$ cat src/rtl/regfile_sb.sv
// NRD-read / 1-write register file with EX/MEM/WB forwarding, load-use stall and a
// pending-load scoreboard. Define REGFILE_WB_BYPASS_EN to forward WB write data to reads.
module regfile_sb #(
   parameter  int unsigned XLEN = 32,
   parameter  int unsigned NREG = 32,
   parameter  int unsigned NRD  = 2,
   localparam int unsigned AW   = $clog2(NREG)
) (
   input  logic                 clk,
   input  logic                 rst,
   input  logic                 wb_we_i,
   input  logic [AW-1:0]        wb_waddr_i,
   input  logic [XLEN-1:0]      wb_wdata_i,
   input  logic                 wb_load_i,
   input  logic                 mem_we_i,
   input  logic [AW-1:0]        mem_waddr_i,
   input  logic [XLEN-1:0]      mem_wdata_i,
   input  logic                 mem_load_i,
   input  logic                 ex_we_i,
   input  logic [AW-1:0]        ex_waddr_i,
   input  logic [XLEN-1:0]      ex_alu_i,
   input  logic                 ex_load_i,
   input  logic                 lsu_issue_i,
   input  logic [AW-1:0]        lsu_rd_i,
   input  logic [NRD-1:0]       re_i,
   input  logic [NRD*AW-1:0]    raddr_i,
   output logic [NRD*XLEN-1:0]  rdata_o,
   output logic                 stallreq_o,
   output logic [NREG-1:0]      pending_o
);

   logic [XLEN-1:0]     regs_q [NREG];
   logic [XLEN-1:0]     regs_d [NREG];
   logic [NREG-1:0]     pending_q;
   logic [NREG-1:0]     pending_d;
   logic [NRD*XLEN-1:0] rdata_c;
   logic [NRD-1:0]      stall_c;
   logic [AW-1:0]       rd_addr;
   logic [XLEN-1:0]     rd_word;

   // Architectural write; register 0 is never written so it stays zero.
   always_comb begin : write_next
      regs_d = regs_q;
      if (wb_we_i && (wb_waddr_i != '0)) begin
         regs_d[wb_waddr_i] = wb_wdata_i;
      end
   end

   // Scoreboard: clear first so a same-cycle issue to the same register wins.
   always_comb begin : pending_next
      pending_d = pending_q;
      if (wb_we_i && wb_load_i) begin
         pending_d[wb_waddr_i] = 1'b0;
      end
      if (lsu_issue_i && (lsu_rd_i != '0)) begin
         pending_d[lsu_rd_i] = 1'b1;
      end
   end

   always_ff @(posedge clk or posedge rst) begin : state_regs
      if (rst) begin
         for (int unsigned i = 0; i < NREG; i++) begin
            regs_q[i] <= '0;
         end
         pending_q <= '0;
      end else begin
         regs_q    <= regs_d;
         pending_q <= pending_d;
      end
   end

   // Per-port read: youngest forwarding source first, then scoreboard, then array.
   always_comb begin : read_ports
      rdata_c = '0;
      stall_c = '0;
      rd_addr = '0;
      rd_word = '0;
      for (int unsigned k = 0; k < NRD; k++) begin
         rd_addr = raddr_i[k*AW +: AW];
         rd_word = '0;
         if (!re_i[k] || (rd_addr == '0)) begin
            rd_word = '0;
         end else if (ex_we_i && (rd_addr == ex_waddr_i)) begin
            if (ex_load_i) begin
               stall_c[k] = 1'b1;
            end else begin
               rd_word = ex_alu_i;
            end
         end else if (mem_we_i && (rd_addr == mem_waddr_i)) begin
            if (mem_load_i) begin
               stall_c[k] = 1'b1;
            end else begin
               rd_word = mem_wdata_i;
            end
         end else if (wb_we_i && (rd_addr == wb_waddr_i)) begin
`ifdef REGFILE_WB_BYPASS_EN
            rd_word = wb_wdata_i;
`else
            stall_c[k] = 1'b1;
`endif
         end else if (pending_q[rd_addr]) begin
            stall_c[k] = 1'b1;
         end else begin
            rd_word = regs_q[rd_addr];
         end
         rdata_c[k*XLEN +: XLEN] = rd_word;
      end
   end

   assign rdata_o    = rst ? '0 : rdata_c;
   assign stallreq_o = !rst && (|stall_c);
   assign pending_o  = pending_q;

endmodule

$ cat config.mk
export PLATFORM = sky130hd
export DESIGN_NAME = regfile_sb
export DESIGN_NICKNAME = d
export VERILOG_FILES = /design/src/rtl/regfile_sb.sv
export SDC_FILE = /design/constraint.sdc
export NUM_CORES = 2
export LEC_CHECK = 0
export BUFFER_PORTS_ARGS = -buffer_cell sky130_fd_sc_hd__buf_2
export CAP_MARGIN = 0
export CORE_ASPECT_RATIO = 0.75
export CORE_MARGIN = 10
export CORE_UTILIZATION = 50
export CTS_CLUSTER_DIAMETER = 200
export CTS_CLUSTER_SIZE = 40
export DETAILED_ROUTE_END_ITERATION = 6
export PLACE_DENSITY = 0.74
export SLEW_MARGIN = 20
export SYNTH_ARGS = -nofsm -noshare
export SYNTH_HDL_FRONTEND = slang
export SYNTH_SLANG_ARGS = --single-unit
$ cat constraint.sdc
create_clock -name clk -period 31.9 [get_ports clk]
set_input_delay 3.19 -clock clk [delete_from_list [all_inputs] [get_ports clk]]
set_output_delay 3.19 -clock clk [all_outputs]
set_load 0.005 [all_outputs]
After elaboration in Yosys (flattened, before gate mapping)
Index checks and enable logic that the tools add are counted.
{"block": "totals", "reg_bits": 1056, "inputBits": 137, "out_inout_bits": 97, "wordCells": 122}
{"block": "classes", "order_cmp": 10, "n_eq_ne": 6, "n_mux": 44, "bitwise_logic": 6, "reduce_logical": 23}
{"op": "1024-bit bitwise mux", "n": 1}
{"op": "32-bit 2-to-1 mux", "n": 19}
{"op": "32-bit binary-select mux with 5-bit select", "n": 2}
{"op": "32-bit demux with 5-bit select", "n": 1}
{"op": "64-bit 2-to-1 mux", "n": 1}
{"op": "32-bit bitwise AND", "n": 1}
{"op": "32-bit inverter", "n": 1}
{"op": "32-bit OR", "n": 1}
{"op": "5-bit equality test", "n": 6}
{"op": "5-bit by 6-bit less-than comparator with 1-bit output, second input constant", "n": 4}
{"op": "6-bit >= comparator, second input constant", "n": 3}
{"op": "5-bit inverter with 6-bit output", "n": 3}
{"op": "1-bit 2-to-1 mux", "n": 16}
{"op": "1-bit logical AND", "n": 13}
{"op": "1-bit binary-select mux with 5-bit select", "n": 2}
{"op": "1-bit demux with 5-bit select", "n": 2}
{"op": "5-bit by 1-bit >= comparator with 1-bit output, second input constant", "n": 2}
{"op": "5-bit logical NOT", "n": 2}
{"op": "5-bit nonzero test", "n": 2}
{"op": "6-bit by 1-bit less-than comparator with 1-bit output, second input constant", "n": 1}
{"op": "1-bit logical NOT", "n": 3}
{"op": "1-bit logical OR", "n": 2}
{"op": "2-bit OR reduction", "n": 1}

Longest topological paths before layout
{"block": "logic_depth", "word_depth": 10, "depth_mapped": 10, "mapped_depth_nobuf": 6}

Worst setup path before layout
OpenSTA, ideal clock, no wires.
{"block": "synth_timing", "path_type": "in2out", "startpoint": "in rst", "endpoint": "out rdata_o[10]", "arrival_ps": 28510, "required_time_ps": 28710, "setup_slack_ps": 200, "cell_stages": 7, "n_path_buf": 2, "cell_sequence": "inv_1 -> o311ai_1 -> buf_2 -> buf_2 -> a21oi_1 -> nand3_1 -> o22ai_1"}
{"block": "synth_via", "elab_chain_len": 1}
{"element": "start: declaration", "line_no": "10", "text": "input logic rst,"}
{"element": "64-bit 2-to-1 mux", "line_no": "110", "text": "assign rdata_o = rst ? '0 : rdata_c;"}
{"element": "end: declaration", "line_no": "27", "text": "output logic [NRD*XLEN-1:0] rdata_o,"}
Every way passes these cells.

Worst setup path in the final report
{"block": "layout_timing", "startpoint": "in raddr_i[1]", "endpoint": "out rdata_o[16]"}
{"block": "layout_via", "elab_chain_len": 10, "word_cells_on_any_way": 20, "cone_classes": "eq/ne: 3; mux: 11; bitwise: 1; reduce/logical: 5"}
{"element": "start: declaration", "line_no": "26", "text": "input logic [NRD*AW-1:0] raddr_i,"}
{"element": "5-bit inverter with 6-bit output (implied by the code)", "line_no": "104", "text": "rd_word = regs_q[rd_addr];"}
{"element": "32-bit binary-select mux with 5-bit select", "line_no": "104"}
{"element": "32-bit 2-to-1 mux (implied by the code) (2 in a row)", "line_no": "104"}
{"element": "32-bit 2-to-1 mux", "line_no": "101", "text": "end else if (pending_q[rd_addr]) begin"}
{"element": "32-bit 2-to-1 mux", "line_no": "95", "text": "end else if (wb_we_i && (rd_addr == wb_waddr_i)) begin"}
{"element": "32-bit 2-to-1 mux", "line_no": "89", "text": "end else if (mem_we_i && (rd_addr == mem_waddr_i)) begin"}
{"element": "32-bit 2-to-1 mux", "line_no": "83", "text": "end else if (ex_we_i && (rd_addr == ex_waddr_i)) begin"}
{"element": "32-bit 2-to-1 mux *", "line_no": "81", "text": "if (!re_i[k] || (rd_addr == '0)) begin"}
{"element": "64-bit 2-to-1 mux *", "line_no": "110"}
Every way passes the cells marked *; elsewhere a longest branch is shown, timed or not. The select of a mux whose other input is x is not followed.

==> run metrics <==
Max-cap violations 0; RR Endpoint pending_o[7]$_DFF_PP0_; Worst Path Max Fanout 74; worst r2r src pending_o[7]$_DFF_PP0_; TritonCTS buffer count 30; final cell count without fillers about 5600; Hold-fix buffers, CTS 0; synthesized net count about 4400; die footprint 131000 um2; number of synthesized flops with an enable pin 0; Bufs on Longest Clock Path 3; synth warn 0; Root Driver clkbuf_16; vias in the first global route 40661; top cells by area, synth dfrtp_1 45%, mux2_2 19%, mux4_2 17%; Pwr Density ~52 nW/um2; Worst-Skew Late Latency 720 ps; area leader, netlist dfrtp_1; dpl cells between 5000 and 6000; measured slew at the worst slew-check pin 1230 ps; Leak between 0.02 and 0.03 uW; Pins Over Slew Limit 0; DR WL/cell ~34 um; CP Data Required Time around 29000 ps; total number of vias 40620; critical path, cell by cell buf_8 -> buf_4 -> buf_4 -> buf_4 -> mux4_2 -> mux2i_1 -> a32oi_1 -> nand3_1 -> o22ai_1 -> buf_2; Setup crit end rdata_o[16]; post-synthesis instance total between 4000 and 5000; Initial Utilization between 50% and 60%; Ports approximately 230; synthesized area per cell roughly 14 um2; DRC errors left 0; RD Place Congestion 0.862; total power ~3200 uW; arrival time at the worst endpoint 7880 ps; CP Class input pin to primary output; total iterations of the first detailed-routing run 6; Sink Count between 1000 and 1500; Max Fclk 90.3 MHz; commonest cells in the netlist 1056 x dfrtp_1, 964 x mux2_2, 431 x mux4_2; Layout Utilization a little over half; gr ovfl total 0; CP Capture Type primary output; outcome completed; clock skew 0 ps; initial antenna violation count 7; Vias/cell about 7; port buffer count 233; Die Y approximately 320 um; die width 415 um; final setup fails 0; Rel. slew slack between 15 and 20%; largest net degree at the start of global routing around 160; highest ir drop seen on vdd a little over 0.05 mV; DRT Wirelength 192000 um; reg2reg setup slack roughly 31000 ps; Synth top area share between 40% and 50%; clk slew on worst S/H paths around 130 ps; Period minus WS final ~11000 ps; critical path's slowest cell buf_4; RSZ-0062 raised after global routing false; fraction of registers with async set/reset between 90% and 100%; Iter 0 DRT Violations between 5000 and 6000; DP HPWL around 110000 um; Critical Path Source raddr_i[1]; CTS tree built; Routed Antenna Nets 0; Synth cell types between 50 and 60; Synth Register Bits about 1100; Final #Nets between 4000 and 5000; H-Tree Depth 1; total track usage between 20 and 30%; Startpoint Class input pin; Post-CTS Setup Bufs 0; layout cells sized above 1 45.3%; Worst path max stage delay between 900 and 1000 ps; first-pass GRT wire length 281000 um; most frequently used cell type in the post-synthesis netlist dfrtp_1; Seq/Total Area, Yosys a little under half; CTS resizes 0; Std-Cell Rows approximately 110; main flop type after synthesis dfrtp_1; Cell Area, Synth 58500 um2; core area roughly 120000 um2; Period Utilization, post-route 34.7%; cells on worst reg2reg path 2; CP most frequent cell buf_4; hold crit path type register to register; Area Growth Syn to Fin 4.57%; Fin. Hold Viols 0; Setup TNS Final 0 ps
## worst max-delay path: cells and delay by family
family / cells / cell delay [ps]
AND/OR/NAND/NOR: 1 / 240
AO/OA/AOI/OAI: 2 / 230
multiplexers: 2 / 770
buffers and inverters: 5 / 3290
## layer usage
metal	up-vias	global-route usage, %	routed length (um)
li1	15918	-	-
met1	21415	38.1	73700
met2	2738	43.5	86100
met4	8	11.4	9300
met5	-	0	49
met3	541	8.39	23200
## how the worst min path moves through the flow
stage                                  start                       end  slack [ps]  cells past startpoint
global placement    regs_q[1020]$_DFFE_PP0P_  regs_q[1020]$_DFFE_PP0P_         380                      0
finish              regs_q[1018]$_DFFE_PP0P_  regs_q[1018]$_DFFE_PP0P_         410                      0
detailed placement  regs_q[1012]$_DFFE_PP0P_  regs_q[1012]$_DFFE_PP0P_         380                      0
CTS                 regs_q[1018]$_DFFE_PP0P_  regs_q[1018]$_DFFE_PP0P_         420                      0
global route        regs_q[1015]$_DFFE_PP0P_  regs_q[1015]$_DFFE_PP0P_         430                      0
floorplan           regs_q[1000]$_DFFE_PP0P_  regs_q[1000]$_DFFE_PP0P_         450                      1
## cells by family (layout without fill, tap and decap cells)
group,Yosys count,count (layout),synth area share [%]
AOI/OAI and AO/OA,563,563,6.79
xor gates and xnor gates,30,30,0.449
DFF,1056,1056,45.1
muxes,1690,1690,40.4
and+or+nand+nor,350,350,3.01
buffers and inverters,529,399,4.17
other,0,3,0
## cell usage in the layout, fill, tap and decap left out, types with 4 or more instances in the layout
cell type,count
a211oi_1,32
a21oi_1,64
a221oi_1,33
a22oi_1,166
a32o_1,33
a32oi_1,32
and2_2,4
buf_2,227
buf_4,92
buf_8,4
clkbuf_16,31
dfrtp_1,1056
inv_1,38
mux2_2,964
mux2_4,30
mux2i_1,265
mux4_2,431
nand2_1,105
nand2_2,17
nand2b_1,34
nand3_1,74
nand3b_1,10
nand4_1,5
nor2_1,6
nor2_4,17
nor2b_1,4
nor2b_4,7
nor3_1,36
o21ai_0,96
o22ai_1,65
o32ai_1,32
or3b_2,4
xnor2_1,14
xor2_1,16
## power breakdown
part / switching (uW) / leakage [uW] / total [uW] / internal (uW)
Sequential: 203 / 0.0135 / 1790 / 1590
Clock: 409 / 0.000393 / 586 / 177
Combinational: 345 / 0.0124 / 810 / 465
## sequential cells by signal, summed over array words and instances (netlist names)
name,cells
pending_o,32
regs_q,1024
## layout make-up
cell class	instances	area, um2
Tap cell	1540	1930
Clock buffer	31	776
Clock inverter	1	30.0
Multi-Input combinational cell	2633	29900
Timing Repair Buffer	327	1950
Inverter	40	156
Fill cell	9652	54700
Antenna cell	3	7.51
Sequential cell	1056	26400
## per-stage QoR
step / setup WS [ps] / hold slack [ps] / cell area [um2]
finish: 20830 / 411 / 61200
global route: 20570 / 425 / 61200
CTS: 20870 / 416 / 61200
detailed placement: 20880 / 385 / 60400
global placement: 20890 / 380 / 60400
floorplan: 8790 / 445 / 58500
Power figures use the tool's default switching activity.
